`config.mk`:
```
export PLATFORM = sky130hd
export DESIGN_NAME = adder_sched
export DESIGN_NICKNAME = d
export VERILOG_FILES = /design/src/rtl/adder_sched.sv
export SDC_FILE = /design/constraint.sdc
export NUM_CORES = 1
export LEC_CHECK = 0
export CELL_PAD_IN_SITES_DETAIL_PLACEMENT = 0
export CELL_PAD_IN_SITES_GLOBAL_PLACEMENT = 1
export CORE_MARGIN = 4
export CORE_UTILIZATION = 30
export DETAILED_ROUTE_END_ITERATION = 8
export GPL_TIMING_DRIVEN = 0
export HOLD_SLACK_MARGIN = 0.03
export PLACE_DENSITY_LB_ADDON = 0.08
export SYNTH_ARGS = -nofsm -noshare
export SYNTH_HDL_FRONTEND = slang
export SYNTH_SLANG_ARGS = --single-unit
```
`constraint.sdc`:
```
create_clock -name clk -period 3.3 [get_ports clk]
set_input_delay 0.66 -clock clk [delete_from_list [all_inputs] [get_ports clk]]
set_output_delay 0.66 -clock clk [all_outputs]
set_load 0.05 [all_outputs]
```
`src/rtl/adder_sched.sv`:
```
// Round-robin front end that shares one pipelined adder among several requesters
// and routes each sum back to the requester that issued the operands.
module adder_sched #(
    parameter int bits    = 8,
    parameter int num     = 4,
    parameter int latency = 1,
    localparam int idw    = (num > 1) ? $clog2(num) : 1,
    localparam int cw     = $clog2(latency + 3)
) (
    input  logic                  clk,
    input  logic                  rst_n,
    input  logic [num-1:0]        req_valid,
    input  logic [num*bits-1:0]   req_i0,
    input  logic [num*bits-1:0]   req_i1,
    output logic [num-1:0]        req_ready,
    input  logic [num-1:0]        req_mask,
    output logic                  add_valid,
    output logic [bits-1:0]       add_i0,
    output logic [bits-1:0]       add_i1,
    input  logic [bits-1:0]       add_o,
    input  logic                  add_valid_out,
    output logic [num-1:0]        rsp_valid,
    output logic [bits-1:0]       rsp_data,
    output logic [idw-1:0]        rsp_id,
    output logic [cw-1:0]         inflight,
    output logic                  err
);

    // Handshake: requester k transfers in a cycle where req_valid[k] & req_ready[k];
    // req_ready is a pure function of req_valid, req_mask and the rotating pointer.

    logic [num-1:0] eligible;
    logic           grant_found;
    logic [idw-1:0] grant_id;
    logic [idw-1:0] ptr;
    logic [idw:0]   cand;
    logic [idw-1:0] issue_id;
    logic [latency-1:0] pipe_v;
    logic [idw-1:0] pipe_id [latency];
    logic           tail_v;
    logic [idw-1:0] tail_id;
    logic           rsp_tracked;
    logic           infl_inc;
    logic           infl_dec;

    assign eligible = req_valid & req_mask;

    // Search ptr, ptr+1, ... with wrap; first eligible index wins.
    always_comb begin
        grant_found = 1'b0;
        grant_id    = '0;
        cand        = '0;
        for (int i = 0; i < num; i++) begin
            cand = {1'b0, ptr} + (idw+1)'(i);
            if (cand >= (idw+1)'(num)) cand = cand - (idw+1)'(num);
            if (!grant_found && eligible[cand[idw-1:0]]) begin
                grant_found = 1'b1;
                grant_id    = cand[idw-1:0];
            end
        end
    end

    always_comb begin
        req_ready = '0;
        if (grant_found) req_ready[grant_id] = 1'b1;
    end

    always_ff @(posedge clk or negedge rst_n) begin
        if (!rst_n) begin
            ptr       <= '0;
            add_valid <= 1'b0;
            add_i0    <= '0;
            add_i1    <= '0;
            issue_id  <= '0;
        end else begin
            add_valid <= grant_found;
            if (grant_found) begin
                add_i0   <= req_i0[grant_id*bits +: bits];
                add_i1   <= req_i1[grant_id*bits +: bits];
                issue_id <= grant_id;
                ptr      <= (grant_id == idw'(num - 1)) ? '0 : grant_id + idw'(1);
            end
        end
    end

    // Id pipeline runs in lockstep with the adder so its tail lines up with add_valid_out.
    always_ff @(posedge clk or negedge rst_n) begin
        if (!rst_n) begin
            pipe_v <= '0;
            for (int i = 0; i < latency; i++) pipe_id[i] <= '0;
        end else begin
            pipe_v[0]  <= add_valid;
            pipe_id[0] <= issue_id;
            for (int i = 1; i < latency; i++) begin
                pipe_v[i]  <= pipe_v[i-1];
                pipe_id[i] <= pipe_id[i-1];
            end
        end
    end

    assign tail_v  = pipe_v[latency-1];
    assign tail_id = pipe_id[latency-1];

    always_ff @(posedge clk or negedge rst_n) begin
        if (!rst_n) begin
            rsp_valid   <= '0;
            rsp_data    <= '0;
            rsp_id      <= '0;
            rsp_tracked <= 1'b0;
            err         <= 1'b0;
        end else begin
            rsp_valid   <= '0;
            rsp_tracked <= 1'b0;
            if (add_valid_out) begin
                rsp_valid   <= num'(1) << tail_id;
                rsp_data    <= add_o;
                rsp_id      <= tail_id;
                rsp_tracked <= tail_v;
                if (!tail_v) err <= 1'b1;
            end
        end
    end

    // Untracked (orphan) responses never decrement, so the count cannot underflow.
    assign infl_inc = grant_found;
    assign infl_dec = rsp_tracked;

    always_ff @(posedge clk or negedge rst_n) begin
        if (!rst_n) begin
            inflight <= '0;
        end else if (infl_inc && !infl_dec) begin
            inflight <= inflight + cw'(1);
        end else if (infl_dec && !infl_inc) begin
            inflight <= inflight - cw'(1);
        end
    end

endmodule

```
# Word level (Yosys, flattened, before mapping)
# Cells that the tools add are included.
op_classes:
  n_addsub: 10
  n_lt_le_gt_ge: 10
  eq_ne: 1
  shifts: 3
  mux: 28
  n_bitwise: 2
  n_reduce_logical: 13
op_table:
  columns: ["op", "n"]
  rows:
  - ["indexed part select 32 x 6 -> 8 bit", 2]
  - ["two-way mux 2 bit", 11]
  - ["< comparator 2 x 3 -> 1 bit (second input constant)", 5]
  - ["two-way mux 1 bit", 10]
  - ["subtractor 2 x 1 -> 2 bit (second input constant)", 5]
  - [">= comparator 3 bit (second input constant)", 3]
  - ["binary-select mux 1 bit (select 2 bit)", 4]
  - ["two-way mux 4 bit", 2]
  - ["adder 2 x 2 -> 3 bit (second input constant)", 2]
  - ["logical AND 1 bit", 6]
  - ["logical NOT 1 bit", 5]
  - ["adder 2 x 1 -> 2 bit (second input constant)", 2]
  - ["AND 4 bit", 1]
  - ["<< shifter 1 x 2 -> 4 bit (first input constant)", 1]
  - ["adder 2 x 1 -> 3 bit (second input constant)", 1]
  - [">= comparator 2 x 3 -> 1 bit (second input constant)", 1]
  - ["demux 1 bit (select 2 bit)", 1]
  - ["equality test 2 bit (second input constant)", 1]
  - [">= comparator 2 x 1 -> 1 bit (second input constant)", 1]
  - ["AND reduction 2 bit", 1]
  - ["nonzero test 2 bit", 1]
  - ["inverter 1 bit", 1]
word_totals:
  reg_bits: 42
  in_bits: 83
  out_inout_bits: 38

# Logic depth before layout (Yosys ltp)
logic_depth:
  word_depth: 19
  depth_mapped: 10
  ltp_nobuf: 8

# Worst setup path before layout
# No wires, ideal clock.
synth_path:
  path_type: "input to output"
  startpoint: "input port req_valid[1]"
  endpoint: "output port req_ready[2]"
  arrival_ps: 2094
  slack_ps: 546
  path_stages: 5
  cell_sequence: "and2_4 o2111a_2 or2_1 buf_6 nor3_2"
synth_via:
  elab_chain_len: 18
synth_lines:
  columns: ["item", "line_no", "source"]
  rows:
  - ["start: declaration", "12", "input logic [num-1:0] req_valid,"]
  - ["AND 4 bit (*)", "46", "assign eligible = req_valid & req_mask;"]
  - ["binary-select mux 1 bit (select 2 bit)", "56", "if (!grant_found && eligible[cand[idw-1:0]]) begin"]
  - ["two-way mux 1 bit (implied by the code)", "56", null]
  - ["two-way mux 1 bit", "56", null]
  - ["logical NOT 1 bit", "56", null]
  - ["logical AND 1 bit", "56", null]
  - ["two-way mux 1 bit", "56", null]
  - ["logical NOT 1 bit", "56", null]
  - ["[... 2 more ...]", null, null]
  - ["logical NOT 1 bit", "56", null]
  - ["logical AND 1 bit", "56", null]
  - ["two-way mux 2 bit", "56", null]
  - ["< comparator 2 x 3 -> 1 bit (implied by the code) / >= comparator 2 x 1 -> 1 bit (equally long branches)", "65", "if (grant_found) req_ready[grant_id] = 1'b1;"]
  - ["logical AND 1 bit (implied by the code)", "65", null]
  - ["two-way mux 1 bit (implied by the code)", "65", null]
  - ["demux 1 bit (select 2 bit)", "65", null]
  - ["two-way mux 4 bit (*)", "65", null]
  - ["end: declaration", "15", "output logic [num-1:0] req_ready,"]
# Every way passes the cells marked *; elsewhere a longest branch is shown, timed or not. The select of a mux whose other input is x is not followed.

# Worst setup path after layout
# Same ends and word-level chain as after synthesis.

==> reports/results.ini <==
[status]
outcome=completed

[logic_synthesis]
ys_seq_area_share_pct=49.0
ys_async_sr_fraction_pct=100
yosys.cell_types.count=35
syn_area_per_cell_um2=9.88
syn_area_um2=2140
synth_cells=217
syn-num-nets=301
yosys_register_bits=42
synth_edf_count=0
yosys_warnings=0
synthFlopType=dfrtp_1

[drt]
dr.first_iter.drc_count=77
first_pass_iters=4
finalWirelength_mm=6.72
wire_per_inst_um=15.2
route.vias.total=2097
drc=0
ant_nets=0
via_per_inst=4.76

[timing]
clock_skew_ns=0.00479
finalSetupTns_ns=0
fin_crit_sh_pct=96.9
rsz0062_at_grt=false
whs_ns=0.186
min_period_ns=3.20
hold_viol=0
relSlewSlack_pct=55.3
setup_viol=0
worst_slack_ns=0.101
slew_viol_final=0
fmax_ghz=0.313
worst_pin_slew_ns=0.671

[global_routing]
grt_start_max_net_pins=39
overflow=0
grt_pass1_vias=2101
grt_usage_pct=15.9
grt_pass1_wl_mm=10.8
antenna_found_initial=0

[power]
leakage_nw=1.47
fin_total_pwr_mw=2.54
p_per_area_nw_per_um2=709
max-vdd-ir-drop_mv=0.244

[worst_setup_path]
required_ns=2.64
endpoint_kind=output port
cp.arrival_ns=2.54
r2r_start=ptr[0]
r2r_end=add_i0[6]
regToRegSetupSlack_ns=1.38
path_class=input port to output port
crit_path_start_kind=input port
crit_fanout=9
worst_r2r_path_depth=5

[cts]
cts_setup_buffers=0
cts_buffers=5
cts_tree=built
clock-sinks=42
clk_pin_slew_ns=0.08
htreeDepth=2
cts_buffer_depth=2
clkLatencyLatePin_ns=0.29
clock-root-buffer=clkbuf_8

[layout]
drive_gt1_share_pct=12.2
antenna_cells=0
layout.cells.non_filler=441
syn_to_final_growth_pct=67.2
n_fill_cell=663
layout.nets=428

[floorplanning]
die_h_um=92.5
start_util_pct=31.2
core-area_um2=6870
die_area_um2=8560
fp.dieW_um=92.5
fp-row-count=30
ios=121

[hold_path]
hp-class=input port to asynchronous set/reset pin

[placed_design]
port_buffers=119
post-dp-hpwl_mm=5.23
pre_cts_slack_ns=-0.550
placedCellCount=433
gp_congestion=0.769

[job]
max_cap_viol_count=0

synthesized netlist by cell type, types with 2 or more instances:
cell,instances,area share (%)
buf_2,6,1.4
inv_1,5,0.88
a221oi_1,16,6.5
and2_1,17,5.0
buf_4,2,0.70
mux2_2,8,4.2
clkbuf_1,4,0.70
xor2_1,2,0.82
nor2_1,22,3.9
a311oi_1,16,6.5
o21ai_0,3,0.70
nand2_1,43,7.5
buf_6,2,1.1
and2_4,3,1.2
dfrtp_1,42,49
and3_1,3,0.88
o2111a_2,2,1.2
nand3b_1,2,0.70
a21oi_1,3,0.70
worst max path at each step:
stage            startpoint      endpoint  slack [ns]  depth (start not counted)
6_report       req_valid[1]  req_ready[2]        0.10                          7
5_1_grt         req_mask[1]  req_ready[0]        0.02                          9
4_1_cts         req_mask[1]  req_ready[0]        0.01                          9
3_5_place_dp    req_mask[1]  req_ready[0]       -0.55                          9
3_3_place_gp    req_mask[1]  req_ready[0]       -0.53                          9
2_1_floorplan  req_valid[1]  req_ready[2]        0.55                          5
kinds of logic (layout without fill, tap and decap cells):
family	count (synthesis)	count (layout)	synth area share, %
AO/OA/AOI/OAI	48	48	19.0
XOR/XNOR	3	3	1.23
adder cells (fa/ha/maj)	1	1	0.584
buffers and inverters	20	148	4.90
flip-flops	42	42	49.0
multiplexers	8	8	4.20
AND/OR/NAND/NOR	95	95	21.1
report_power, final:
group / switching (mW) / internal [mW]
Sequential: 0.0923 / 0.666
Clock: 0.179 / 0.226
Combinational: 0.867 / 0.510
worst max-delay path, stage by stage:
cell	delay, ns
clkdlybuf4s50_1	0.46
a22o_4	0.31
o2111a_2	0.18
or2_1	0.24
buf_6	0.14
nor3_2	0.14
clkdlybuf4s15_2	0.41
stage by stage:
step / utilization [%] / area (µm²)
floorplan: - / 2140
global placement: 50.3 / 3450
detailed placement: 50.5 / 3470
CTS: 52.2 / 3590
global route: 52.2 / 3580
finish: 52.2 / 3580
timing repair:
item,4_1_cts,5_1_grt
hold buffers,0,0
hold endpoints to repair,0,0
endpoints found under the setup margin,4,3
resized for setup,13,6
pin swaps,0,0
flip-flops by register name, indices dropped and copies added, names as in the netlist:
signal     cells
add_i0         8
add_i1         8
rsp_data       8
rsp_valid      4
inflight       2
issue_id       2
pipe_id        2
ptr            2
rsp_id         2
add_valid      1
err            1
infl_dec       1
pipe_v         1
cells in the final DEF, fill, tap and decap left out, types with 2 or more instances in the layout:
master	n
and2_4	3
nor2_1	22
a21oi_1	3
clkbuf_2	2
clkdlybuf4s50_1	114
dfrtp_1	42
nand3b_1	2
o21ai_0	3
o2111a_2	2
a221oi_1	16
inv_1	5
buf_6	2
clkbuf_4	2
and2_1	17
a311oi_1	16
xor2_1	2
clkbuf_1	4
buf_2	4
buf_4	4
clkbuf_8	5
mux2_2	8
clkdlybuf4s15_2	2
nand2_1	43
and3_1	3
metal layers:
layer / track usage (%) / routed length [µm] / vias to the layer above
li1: - / - / 1029
met1: 19.5 / 2790 / 987
met2: 28.1 / 3360 / 75
met3: 3.57 / 495 / 6
met4: 4.21 / 74 / 0
met5: 0 / 0 / -
final cells by class:
type	instances	area, µm²	share of cell area, %
clock buffers	6	72.6	2.03
flip-flops and latches	42	1050	29.3
well taps	96	120	3.35
plain buffers	14	91.3	2.55
clock inverters	2	37.5	1.05
inverters	6	22.5	0.628
multi-input cells	155	987	27.5
repair buffers	120	1200	33.5
Power figures use the tool's default switching activity.
==> edit 1, RTL diff (same flow settings) <==
`latency`: 1 -> 2.
--- a/src/rtl/adder_sched.sv
+++ b/src/rtl/adder_sched.sv
@@ -5,3 +5,3 @@
     parameter int num     = 4,
-    parameter int latency = 1,
+    parameter int latency = 2,
     localparam int idw    = (num > 1) ? $clog2(num) : 1,
Interface: changed (resized inflight); port bits go from 121 to 122. No check against the original RTL was run, so the function may have changed too.
==> edit 1 against the original RTL <==
Area after synthesis is 1.3% higher. Wire length is 6.9% lower. Sequential power is essentially flat. Cell area increased by 0.73%. Power down 16%. Sequential cell count up 4. First-iteration DRC count is 47% higher. Sequential share of layout area grew 2.6 points. Worst setup slack better by 0.042 ns. Critical path depth rose by 3. Critical endpoint unchanged. Largest cell class unchanged. Highest routed layer unchanged.
==> edit 1: results (changes against the original RTL) <==
Routing
  – Initial drt markers: 113 (was 77)
  – DRT Wirelength: 6.255 mm (was 6.720 mm)
  – Vias: 1882 (was 2097)
  – WL per Instance: 15.52 um (was 15.24 um)

Worst setup path
  – R2r startpoint: ptr[1] (was ptr[0])
  – Setup crit start: req_mask[3] (was req_valid[1])
  – Crit path max-delay family: buffers and inverters (unchanged)
  – CP max FO: 11 (was 9)
  – Max incr delay on CP: 0.47 ns
  – Register-to-register setup slack: 1.41 ns (was 1.38 ns)
  – Worst path slowest cell: clkdlybuf4s50_1 (unchanged)

Timing
  – Actual slew at the worst max-slew pin: 0.5467 ns (was 0.6707 ns)
  – Setup Skew: 0.006113 ns (was 0.004795 ns)

Cells and area
  – Share of cells above drive strength 1: 0.1368 (was 0.1217)
  – Largest registers: add_i0: 8 flops, add_i1: 8 flops, rsp_data: 8 flops (unchanged)

Yosys
  – Sequential share of the synthesized area: 0.5300 (was 0.4904)
  – List of most frequent post-synthesis cells: dfrtp_1 (46), a222oi_1 (16), mux2i_1 (16), mux2_2 (11), o21ai_1 (11) (was nand2_1 (43), dfrtp_1 (42), nor2_1 (22), and2_1 (17))
  – Synth area leaders: dfrtp_1 (53%), a222oi_1 (7.4%), mux2i_1 (7.4%), mux2_2 (5.7%), ha_1 (2.9%) (was dfrtp_1 (49%), nand2_1 (7.5%), a221oi_1 (6.5%), a311oi_1 (6.5%), and2_1 (5.0%))
  – YS warnings: 0 (unchanged)
  – Mapped Cells: 177 (was 217)
  – Post-synthesis async set-or-reset flop share: 1.000 (unchanged)
  – Distinct cells, synth: 38 (was 35)
  – Top FF cell, synth: dfrtp_1 (unchanged)
  – Syn nets: 266 (was 301)

Global route
  – Largest net degree at the start of global routing: 28 (was 39)
  – First-pass GRT wire length: 9.984 mm (was 10.83 mm)
  – Antenna violations before repair: 0 (unchanged)
  – Vias in the first global route: 2038 (was 2101)
  – GRT Util Overall: 0.1464 (was 0.1592)

Min path
  – Hold/Removal Path Class: in -> async (unchanged)

Pwr
  – Leakage: 1.507 nW (was 1.471 nW)
  – Worst vdd ir: 0.2450 mV (was 0.2441 mV)

Placed design
  – GPL Wtd Cong: 0.7081 (was 0.7691)
  – Post-DP HPWL: 4.981 mm (was 5.232 mm)
  – Placed Cells: 394 (was 433)
  – Number of port buffers: 120 (was 119)

Clocking
  – H-Tree Depth: 2 (unchanged)
  – Root buf cell: clkbuf_8 (unchanged)
  – Clk pin slew, worst setup/hold paths: 0.09 ns
  – Clock Path Buffers: 2 (unchanged)
  – Clock insertion delay at the later pin of the skew report: 0.30 ns

Outcome
  – Status: finished, final reports clean (unchanged)
==> edit 1: cell types whose count changed in the layout (fill, tap and decap cells not counted), sizes merged, moves of 16 or more <==
cell    change
a221oi     -16
nand2      -34
nor2       -20
and2       -18
a222oi     +16
a311oi     -16
mux2i      +16
==> edit 1: final cells by class <==
type | count | area (sq um)
Multi-Input combinational cell | 112 | 928.4
Fill cell | 654 | 3297
Timing Repair Buffer | 122 | 1209
Clock inverter | 3 | 25.02
Clock buffer | 5 | 68.82
Sequential cell | 46 | 1151
Buffer | 11 | 77.57
Inverter | 8 | 30.03
Tap cell | 96 | 120.1
==> edit 1: power by group <==
group / leakage [nW] / internal (W) / switching, W
combinational: 0.913 / 0.000413 / 0.000597
sequential: 0.549 / 0.000683 / 0.0000760
clock: 0.0447 / 0.000153 / 0.000206
==> edit 1: stage by stage <==
| step | instance area (sq um) | setup slack, ns | hold WS, ns |
|---|---|---|---|
| after floorplan | 2172 | 0.3057 | 0.3312 |
| after global routing | 3610 | 0.008243 | 0.3176 |
| final | 3610 | 0.1429 | 0.3051 |
| after CTS | 3587 | 0.01629 | 0.3097 |
| after global placement | 3493 | -0.5774 | 0.3316 |
| after detailed placement | 3508 | -0.5928 | 0.3364 |
==> edit 1: worst paths after layout <==
path | end | depth (start not counted)
setup / recovery | req_ready[2] | 10
max in group asynchronous | add_i1[5] | 2
min in group clk | pipe_v[1] | 0
hold reg to reg | pipe_v[1] | 0
setup reg to reg | ptr[1] | 8
hold / removal | rsp_data[4] | 1
==> edit 1: kinds of logic after synthesis <==
| group | share of synthesized area |
|---|---|
| AO/OA/AOI/OAI | 0.1670 |
| flip-flops | 0.5300 |
| AND/OR/NAND/NOR | 0.07258 |
| multiplexers | 0.1308 |
| buffers and inverters | 0.04953 |
| adder cells (fa/ha/maj) | 0.03802 |
| XOR/XNOR | 0.01210 |
==> edit 1: routing by layer <==
layer | track usage | up-vias | share of wire
li1 | - | 919 | -
met1 | 0.1655 | 887 | 0.38
met2 | 0.2657 | 72 | 0.53
met3 | 0.04666 | 4 | 0.075
met4 | 0.03663 | 0 | 0.0096
met5 | 0 | - | 0
==> edit 1: repair_timing <==
action / 4_1_cts / 5_1_grt
endpoints found under the setup margin: 4 / 4
buffers inserted: 0 / 1
hold buffers: 0 / 0
resized for setup: 22 / 4
==> edit 2, RTL diff (same flow settings) <==
Without the edit above. Register the output `err` once more; this adds one clock of latency there. The other outputs are not delayed to match.
--- a/src/rtl/adder_sched.sv
+++ b/src/rtl/adder_sched.sv
@@ -27,2 +27,4 @@
 );
+
+    logic err_s0;
 
@@ -109,3 +111,3 @@
             rsp_tracked <= 1'b0;
-            err         <= 1'b0;
+            err_s0      <= 1'b0;
         end else begin
@@ -118,3 +120,3 @@
                 rsp_tracked <= tail_v;
-                if (!tail_v) err <= 1'b1;
+                if (!tail_v) err_s0 <= 1'b1;
             end
@@ -137,2 +139,6 @@
 
+    always_ff @(posedge clk) begin
+        err <= err_s0;
+    end
+
 endmodule
Check against the original RTL: not equivalent (a bounded check fails within 4 cycles, from zero or initial values and one cycle with rst_n low).
==> edit 2 against the original RTL <==
Sequential cell count up 1. Area after synthesis up 0.93%. Critical path type unchanged. Non-clock buffer count down 1. Wire length up 1.7%. Largest power group unchanged. Count of clock-buffer cells in the layout down 1. Cell area up 0.28%. Worst setup slack better by 0.0032 ns. Power up 1.4%.
==> edit 2: results (changes against the original RTL) <==
Timing
  – Rel. slew slack: 0.5580 (was 0.5529)
  – WHS: 0.1864 ns (was 0.1858 ns)

Cells and area
  – P&R area growth vs syn: 66.11% (was 67.19%)
  – Non-CTS buffers: 133 (was 134)
  – Sequential cells: 43 (was 42)
  – Share of cells above drive strength 1: 0.1188 (was 0.1217)
  – Register Area: 1071 sq um (was 1051 sq um)
  – Fill count: 675 (was 663)
  – NonClk Buf Share: 0.3548 (was 0.3607)
  – Clock Network Area Fraction: 0.03203 (was 0.03073)

Routing
  – WL per Instance: 15.50 um (was 15.24 um)
  – Initial drt markers: 54 (was 77)
  – Met1 WL: 2.993 mm (was 2.792 mm)
  – DR WL met2: 3.395 mm (was 3.357 mm)
  – DRT Wirelength: 6.837 mm (was 6.720 mm)

Pwr
  – Total power: 0.002576 W (was 0.002540 W)
  – Leakage: 1.476 nW (was 1.471 nW)
  – Internal power: 0.001411 W (was 0.001402 W)
  – Comb power frac: 0.535 (was 0.542)
  – Worst vdd ir: 0.2932 mV (was 0.2441 mV)
  – Seq pwr share: 0.300 (was 0.299)

Global route
  – GRT Util Overall: 0.1620 (was 0.1592)
  – Vias in the first global route: 2235 (was 2101)
  – First-pass GRT wire length: 11.14 mm (was 10.83 mm)
  – Largest net degree at the start of global routing: 38 (was 39)
  – Met2 usage: 0.2789 (was 0.2810)
  – Met1 usage: 0.2054 (was 0.1946)

Yosys
  – Post-synthesis async set-or-reset flop share: 0.9767 (was 1.000)
  – Syn nets: 302 (was 301)
  – Synth Area per Inst: 9.924 sq um (was 9.877 sq um)
  – Sequential share of the synthesized area: 0.4951 (was 0.4904)

Placed design
  – DP Area: 3490 sq um (was 3470 sq um)
  – Worst slack, placed: -0.5729 ns (was -0.5503 ns)
  – Post-DP HPWL: 5.194 mm (was 5.232 mm)

Worst setup path
  – Crit path max-delay family: buffers and inverters (unchanged)
  – Max incr delay on CP: 0.51 ns (was 0.46 ns)
  – CP max FO: 10 (was 9)

Outcome
  – Status: finished, final reports clean (unchanged)
edit 2: cell count changes in the layout (fill, tap and decap cells not counted), sizes merged:
cell           change
clkbuf             -2
buf                +1
clkdlybuf4s15      -1
dfxtp              +1
inv                +1
edit 2: cell families (layout without fill, tap and decap cells):
group | Yosys count | after routing | synth area share
flops | 43 | 43 | 0.4951
xor+xnor | 3 | 3 | 0.01215
buf+inv | 20 | 147 | 0.04858
fa+ha+maj | 1 | 1 | 0.005783
compound gates | 48 | 48 | 0.1880
mux | 8 | 8 | 0.04164
simple gates | 95 | 95 | 0.2088
edit 2: worst max path at each step:
stage / slack (ns) / depth (start not counted) / startpoint / to
floorplan: 0.55 / 5 / req_valid[1] / req_ready[2]
global placement: -0.56 / 9 / req_valid[1] / req_ready[0]
detailed placement: -0.57 / 9 / req_mask[1] / req_ready[0]
CTS: 0.04 / 7 / req_valid[1] / req_ready[2]
global route: 0.008 / 7 / req_valid[1] / req_ready[0]
finish: 0.10 / 7 / req_mask[0] / req_ready[1]
